### config.mk
export PLATFORM = sky130hd
export DESIGN_NAME = toysram_rf_subarray
export DESIGN_NICKNAME = d
export VERILOG_FILES = /design/src/rtl/toysram_pkg.sv /design/src/rtl/toysram_onehot_chk.sv /design/src/rtl/toysram_rf_subarray.sv
export SDC_FILE = /design/constraint.sdc
export NUM_CORES = 1
export LEC_CHECK = 0
export CAP_MARGIN = 20
export CORE_ASPECT_RATIO = 0.5
export CORE_UTILIZATION = 25
export DETAILED_ROUTE_END_ITERATION = 8
export GPL_TIMING_DRIVEN = 0
export REMOVE_ABC_BUFFERS = 1
export SYNTH_ARGS = -nofsm -noshare
export SYNTH_HDL_FRONTEND = slang
export SYNTH_SLANG_ARGS = --single-unit
### constraint.sdc
create_clock -name clk -period 17.7 [get_ports clk]
set_input_delay 2.655 -clock clk [delete_from_list [all_inputs] [get_ports clk]]
set_output_delay 2.655 -clock clk [all_outputs]
set_load 0.1 [all_outputs]
### src/rtl/toysram_pkg.sv
// Shared constants for the toysram register-file subarray: sticky error flag layout.
package toysram_pkg;

  localparam int unsigned ERR_W    = 4;
  localparam int unsigned ERR_RWL0 = 0;
  localparam int unsigned ERR_RWL1 = 1;
  localparam int unsigned ERR_WWL  = 2;
  localparam int unsigned ERR_WBL  = 3;

endpackage

### src/rtl/toysram_onehot_chk.sv
// Classifies a wordline vector as zero-hot, one-hot or multi-hot.
module toysram_onehot_chk #(
  parameter int unsigned N = 32
) (
  input  logic [N-1:0] vec,
  output logic         zero_hot,
  output logic         one_hot,
  output logic         multi_hot
);

  // Clearing the lowest set bit leaves something only if two or more bits were set.
  logic [N-1:0] low_cleared;

  assign low_cleared = vec & (vec - N'(1));
  assign zero_hot    = ~|vec;
  assign multi_hot   = |low_cleared;
  assign one_hot     = ~zero_hot & ~multi_hot;

endmodule

### src/rtl/toysram_rf_subarray.sv
// ROWS x BITS register-file subarray: two one-hot read ports, one differential write port.
// Define TOYSRAM_RF_BYPASS_EN to make a read of the row being written return the new data.
module toysram_rf_subarray
  import toysram_pkg::*;
#(
  parameter int unsigned ROWS = 32,
  parameter int unsigned BITS = 12
) (
  input  logic             clk,
  input  logic             reset,
  input  logic [ROWS-1:0]  rwl0,
  input  logic [ROWS-1:0]  rwl1,
  input  logic [ROWS-1:0]  wwl,
  input  logic [BITS-1:0]  wbl,
  input  logic [BITS-1:0]  wblb,
  output logic [BITS-1:0]  rbl0,
  output logic [BITS-1:0]  rbl1,
  output logic [ERR_W-1:0] err,
  input  logic             err_clr
);

  logic [BITS-1:0]  mem_q [ROWS];
  logic [BITS-1:0]  row_rd [ROWS];
  logic [BITS-1:0]  rbl0_d, rbl0_q, rbl1_d, rbl1_q;
  logic [ERR_W-1:0] err_set, err_d, err_q;

  logic rwl0_zero, rwl0_one, rwl0_multi;
  logic rwl1_zero, rwl1_one, rwl1_multi;
  logic wwl_zero, wwl_one, wwl_multi;
  logic bl_ok, wr_ok;
  logic unused_hot;

  toysram_onehot_chk #(.N(ROWS)) u_chk_rwl0 (
    .vec       (rwl0),
    .zero_hot  (rwl0_zero),
    .one_hot   (rwl0_one),
    .multi_hot (rwl0_multi)
  );

  toysram_onehot_chk #(.N(ROWS)) u_chk_rwl1 (
    .vec       (rwl1),
    .zero_hot  (rwl1_zero),
    .one_hot   (rwl1_one),
    .multi_hot (rwl1_multi)
  );

  toysram_onehot_chk #(.N(ROWS)) u_chk_wwl (
    .vec       (wwl),
    .zero_hot  (wwl_zero),
    .one_hot   (wwl_one),
    .multi_hot (wwl_multi)
  );

  assign unused_hot = ^{rwl0_zero, rwl0_one, rwl1_zero, rwl1_one};

  assign bl_ok = &(wbl ^ wblb);
  assign wr_ok = wwl_one & bl_ok;

  for (genvar r = 0; r < ROWS; r++) begin : g_row_rd
`ifdef TOYSRAM_RF_BYPASS_EN
    assign row_rd[r] = (wr_ok && wwl[r]) ? wbl : mem_q[r];
`else
    assign row_rd[r] = mem_q[r];
`endif
  end

  // Unselected rows are gated out entirely, so their contents never reach the bitlines.
  always_comb begin
    rbl0_d = '0;
    rbl1_d = '0;
    for (int r = 0; r < ROWS; r++) begin
      if (rwl0[r]) rbl0_d = rbl0_d | row_rd[r];
      if (rwl1[r]) rbl1_d = rbl1_d | row_rd[r];
    end
  end

  always_comb begin
    err_set           = '0;
    err_set[ERR_RWL0] = rwl0_multi;
    err_set[ERR_RWL1] = rwl1_multi;
    err_set[ERR_WWL]  = wwl_multi;
    err_set[ERR_WBL]  = ~wwl_zero & ~bl_ok;
    err_d             = (err_clr ? '0 : err_q) | err_set;
  end

  always_ff @(posedge clk or posedge reset) begin
    if (reset) begin
      for (int r = 0; r < ROWS; r++) mem_q[r] <= '0;
    end else begin
      for (int r = 0; r < ROWS; r++) begin
        if (wr_ok && wwl[r]) mem_q[r] <= wbl;
      end
    end
  end

  always_ff @(posedge clk or posedge reset) begin
    if (reset) begin
      rbl0_q <= '0;
      rbl1_q <= '0;
      err_q  <= '0;
    end else begin
      rbl0_q <= rbl0_d;
      rbl1_q <= rbl1_d;
      err_q  <= err_d;
    end
  end

  assign rbl0 = rbl0_q;
  assign rbl1 = rbl1_q;
  assign err  = err_q;

endmodule

==> impl_metrics.toml, run 1 <==
[die]
die_x_um = 426.8
fp.dieH_um = 214.4
die_area_sq_mm = 0.09149
start_util_pct = 25.39
core.rowCount = 77
core_sq_mm = 0.08883
ios = 151

[logic_synthesis]
ys_warn_count = 0
synthDistinctLibCells = 61
synth_edf_count = 0
ys_seq_area_share_pct = 45.71
ys.flop_type = "dfrtp_1"
ys_async_sr_fraction_pct = 100.0
yosysMostFrequentCell = "dfrtp_1"
ys_seq_elements = 412
netlist.area_leader.share_pct = 45.71
synth_top_area_cell = "dfrtp_1"
netlist_instances = 1726
netlist_area_sq_mm = 0.02255
synth_area_leaders = "dfrtp_1 46%, mux2_4 20%, a22oi_1 9.7%"
syn_area_per_cell_sq_um = 13.07
synth_commonest_cells = "412 x dfrtp_1, 300 x mux2_4, 291 x a22oi_1"

[clock_network]
hold_buffers = 0
numCtsBuffers = 46
clkLatencyLatePin_ns = 0.60
clk_path_buf_depth = 3
cts_num_sinks = 412
cts_root_buf = "clkbuf_16"
cts.clk_slew.worst_paths_ns = 0.06
htreeDepth = 2
post-cts-setup-buffers = 0
cts_resized = 0
cts_tree = "yes"

[sta]
hold_viol_final = 0
maxSlewViolCount = 0
fmax_mhz = 142.4
period_share_pct = 39.67
finalWorstSetupSlack_ns = 10.68
tightest_slew_ns = 1.355
min_period_ns = 7.022
setup_violations = 0
relSlewSlack_pct = 9.412
rsz0062_at_grt = "no"
finalClockSkew_ns = 0.01262

[grt]
antenna_found_initial = 1
track_usage_pct = 21.52
first_global_vias = 18130
grt_overflow = 0
grt_pass1_wl_um = 140700
grt_max_degree = 129

[worst_setup_path]
crit_arrival_ns = 7.50
critPathMaxStageDelay_ns = 0.69
cp_slowest_cell = "and4_2"
critPathMaxFanout = 21
worstPathRequired_ns = 18.18
cp-startpoint = "wwl[0]"
end_kind = "flip-flop"
crit_type = "in -> reg"
crit_chain = "clkdlybuf4s50_1, or4_4, nor3_2, a41oi_1, a2111oi_0, and4_2, buf_12, nand4_1, buf_8, mux2_2"
rr_startpoint = "err[0]"
worstSetupStartpointType = "input port"

[power]
power.share.sequential_pct = 41.9
p_comb_share_pct = 10.0
p_int_mw = 1.676
p_clk_share_pct = 48.1
power.leakage_nw = 13.52
vdd_drop_max_uv = 60.28
power_density_mw_per_mm2 = 79.83
switching_share_pct = 25.44
p_sw_mw = 0.5718

[final_layout]
nets = 1972
layout.cells.non_filler = 3072
finalInstanceArea_sq_mm = 0.02816
final_layout_size_suffix_gt1_share_pct = 31.07
areaGrowthSynthToFinish_pct = 24.86

[detailed_routing]
antenna_left = 0
vias_per_cell = 6.102
num_vias = 18740
drc_errors = 0
dr.pass1.iters = 6
avgRoutedWirePerCell_um = 32.98
routed_wl_um = 101300
dr.first_iter.drc_count = 2814

[placed_design]
gp_congestion = 0.9325
hpwl_um = 64960
pre_cts_slack_ns = 10.17
port-buffer-count = 150
placed_cell_area_sq_mm = 0.02629
placedCellCount = 2979

[worst_hold_path]
hp-class = "reg -> reg"
hp-start = "err[2]"

[status]
status = "completed"

[flow_run]
cap_violations = 0
## power by group through the flow
stage          combinational, mW  sequential, mW  clock, mW
5_1_grt                    0.220           0.941       1.12
3_3_place_gp               0.163           0.960          0
2_1_floorplan             0.0305           0.960          0
6_report                   0.225           0.942       1.08
4_1_cts                    0.204           0.942       1.08
3_5_place_dp               0.204           0.959          0
## worst max-delay path: cells and delay by family
| kind | cells | cell delay [ns] |
|---|---|---|
| AOI/OAI and AO/OA | 2 | 0.70 |
| buffers and inverters | 3 | 1.22 |
| muxes | 1 | 0.29 |
| and+or+nand+nor | 4 | 2.61 |
## layer usage
metal	up-vias	wire length [um]	global-route usage (%)
met5	-	48	0.4167
met4	2	8896	14.81
met3	558	13790	7.617
met2	1653	43090	32.14
met1	9427	35480	25.83
li1	7104	-	-
## per-stage QoR
stage	hold slack (ns)	TNS, ns	util (%)	total power [mW]
2_1_floorplan	0.5025	0	-	0.9903
3_3_place_gp	0.4819	-507.23	27.73	1.123
3_5_place_dp	0.4961	0	29.59	1.163
4_1_cts	0.5207	0	31.50	2.231
5_1_grt	0.5450	0	31.70	2.285
6_report	0.5163	0	31.70	2.248
## layout make-up
cell class / count / area (sq um)
fill: 8732 / 60670
multi-input combinational: 1154 / 11350
sequential: 412 / 10310
timing repair buffer: 231 / 3298
tap: 1185 / 1483
clock buffer: 68 / 1398
clock inverter: 17 / 299.0
inverter: 4 / 22.52
antenna: 1 / 2.502
## sequential cells by signal, summed over array words and instances, names as in the netlist
name,flops
err,4
mem_q,384
rbl1,12
rbl0,12
## layout by cell type, fill, tap and decap left out, types with 7 or more instances in the layout
master           instances
a221oi_1                48
clkbuf_16               51
a22o_1                  48
a22oi_1                291
buf_8                   31
nand4_4                 29
nand3_1                 59
o21ai_0                 14
bufinv_16                8
a2111oi_0                8
nand4_1                 60
clkdlybuf4s50_1        150
clkbuf_8                10
nor2_1                  33
buf_16                  45
a21oi_1                 15
nor3_1                  13
dfrtp_1                412
maj3_1                   7
clkbuf_1                 9
and3_1                  31
xor2_1                  12
mux2_2                  84
mux2_4                 300
or4_1                   34
nand2_1                  7
## path summary, 6_finish.rpt
path,depth (start not counted),end,slack [ns]
setup / recovery,10,mem_q[382],10.68
hold / removal,1,err[2],0.52
setup reg to reg,7,err[0],15.74
hold reg to reg,1,err[2],0.52
max in group asynchronous,3,mem_q[191],14.19
min in group asynchronous,2,rbl0[5],2.47
## cell families after synthesis
family / after synthesis / synth area share, %
compound gates: 456 / 15.53
xor+xnor: 12 / 0.4660
fa+ha+maj: 8 / 0.3606
buf+inv: 160 / 4.067
flops: 412 / 45.71
mux: 384 / 24.17
simple gates: 294 / 9.698
Note: power is estimated with default switching activity, not from simulation.
==> run 2, diff against run 1 <==
==> constraint.sdc (replaced) <==
create_clock -name clk -period 7.15 [get_ports clk]
set_input_delay 1.0725 -clock clk [delete_from_list [all_inputs] [get_ports clk]]
set_output_delay 1.0725 -clock clk [all_outputs]
set_load 0.1 [all_outputs]
==> results of run 2 <==
Same layout as run 1 (identical final DEF). Status: completed.
Main changes from that run: setup slack after placement 10.17 ns -> 1.206 ns; setup slack after layout 10.68 ns -> 1.711 ns; register-to-register setup slack 15.74 ns -> 5.19 ns; total power 2.248 mW -> 5.565 mW; worst IR drop on VDD 60.28 uV -> 149.2 uV
==> run 3, diff against run 2 <==
==> constraint.sdc (replaced) <==
create_clock -name clk -period 4.4 [get_ports clk]
set_input_delay 0.66 -clock clk [delete_from_list [all_inputs] [get_ports clk]]
set_output_delay 0.66 -clock clk [all_outputs]
set_load 0.1 [all_outputs]
==> impl_metrics.toml, run 3 (synthesis gave the netlist of run 1 again) <==
[status]
status = "completed"

[sta]
hold_viol_final = 0
fmax_mhz = 230.7
maxSlewViolCount = 0
relSlewSlack_pct = 3.687
rsz0062_at_grt = "no"
min_period_ns = 4.334
tightest_slew_ns = 1.440
finalClockSkew_ns = 0.01633
setup_violations = 0
period_share_pct = 98.51
finalWorstSetupSlack_ns = 0.06567

[die]
core.rowCount = 77
die_area_sq_mm = 0.09149
ios = 151
core_sq_mm = 0.08883
die_x_um = 426.8
fp.dieH_um = 214.4
start_util_pct = 25.39

[clock_network]
cts_root_buf = "clkbuf_16"
cts_tree = "yes"
cts_num_sinks = 412
clkLatencyLatePin_ns = 0.60
htreeDepth = 2
cts.clk_slew.worst_paths_ns = 0.06
numCtsBuffers = 46
clk_path_buf_depth = 3
hold_buffers = 0

[power]
power.leakage_nw = 13.79
p_sw_mw = 2.293
total_power_mw = 9.038
switching_share_pct = 25.37
p_comb_share_pct = 10.0
power_density_mw_per_mm2 = 315.3
p_clk_share_pct = 48.1
vdd_drop_max_uv = 241.1
p_int_mw = 6.745
power.share.sequential_pct = 41.9

[placed_design]
hpwl_um = 64960
placed_cell_area_sq_mm = 0.02629
pre_cts_slack_ns = -1.132
placedCellCount = 2979
gp_congestion = 0.9325
port-buffer-count = 150

[final_layout]
largest_register_ffs = 384
utilization_pct = 32.27
final_layout_size_suffix_gt1_share_pct = 32.06
final_cell_mix = "412 x dfrtp_1, 300 x mux2_4, 291 x a22oi_1, 149 x clkdlybuf4s50_1, 84 x mux2_2"
nets = 1998
layout_commonest_cell = "dfrtp_1"
finalInstanceArea_sq_mm = 0.02866
largest-register = "mem_q"
layout.cells.non_filler = 3100
areaGrowthSynthToFinish_pct = 27.10

[detailed_routing]
num_vias = 18730
vias_per_cell = 6.043
avgRoutedWirePerCell_um = 32.64
drc_errors = 0
dr.pass1.iters = 7
dr.first_iter.drc_count = 2579
antenna_left = 0
routed_wl_um = 101200

[grt]
track_usage_pct = 21.56
antenna_found_initial = 1
grt_max_degree = 129
grt_pass1_wl_um = 141100
first_global_vias = 18180
grt_overflow = 0

[worst_setup_path]
critPathMaxFanout = 16
crit_type = "in -> reg"
end_kind = "flip-flop"
worstPathRequired_ns = 4.87
worstSetupStartpointType = "input port"
crit_arrival_ns = 4.80

[worst_hold_path]
hp-class = "in -> async"

[flow_run]
cap_violations = 0
[run 3: area by class of cell]
cell class	count	area, sq um
Clock inverter	17	299.0
Fill cell	8667	60160
Sequential cell	412	10310
Inverter	4	22.52
Multi-Input combinational cell	1155	11390
Timing Repair Buffer	256	3754
Tap cell	1185	1483
Clock buffer	68	1398
Antenna cell	3	7.507
[run 3: worst max-delay path, cell delays in order]
cell and delay [ns]:
clkdlybuf4s50_1 0.50, or4_4 0.60, nor3_4 0.47, nand4_1 0.26, o32ai_1 0.60, o21a_4 0.51
nand4_4 0.65, mux2_4 0.54
[run 3: worst paths after layout]
path                             from          to  slack, ns  depth (start not counted)
min in group clk               err[2]      err[2]       0.52                          1
hold / removal                  reset     rbl0[5]       0.48                          2
hold reg to reg                err[2]      err[2]       0.52                          1
setup / recovery               wwl[0]  mem_q[241]       0.07                          8
max in group asynchronous       reset   mem_q[70]       2.89                          3
setup reg to reg           mem_q[161]     rbl1[5]       2.50                          4
[run 3: metrics by stage]
step	setup TNS, ns	hold WS, ns
2_1_floorplan	-3529.73	0.5025
4_1_cts	0	0.4957
6_report	0	0.4776
5_1_grt	0	0.5243
3_5_place_dp	-323.90	0.4961
3_3_place_gp	-6193.21	0.4819
[run 3: power by group through the flow]
stage	registers [mW]	logic (mW)	clock network, mW
detailed placement	3.86	0.820	0
finish	3.79	0.905	4.34
global route	3.79	0.891	4.52
CTS	3.79	0.824	4.36
global placement	3.86	0.657	0
floorplan	3.86	0.123	0
[run 3: repair_timing]
action	4_1_cts	5_1_grt
cloned	1	0
gates resized for setup	4	3
endpoints found under the setup margin	372	333
pin swaps	2	10
setup buffers	3	22
[run 3: layer usage]
metal | track usage, % | part of all wire, % | vias up
li1 | - | - | 7168
met1 | 25.68 | 36 | 9374
met2 | 32.23 | 42 | 1581
met3 | 7.809 | 13 | 611
met4 | 15.11 | 9.6 | 0
met5 | 0 | 0 | -
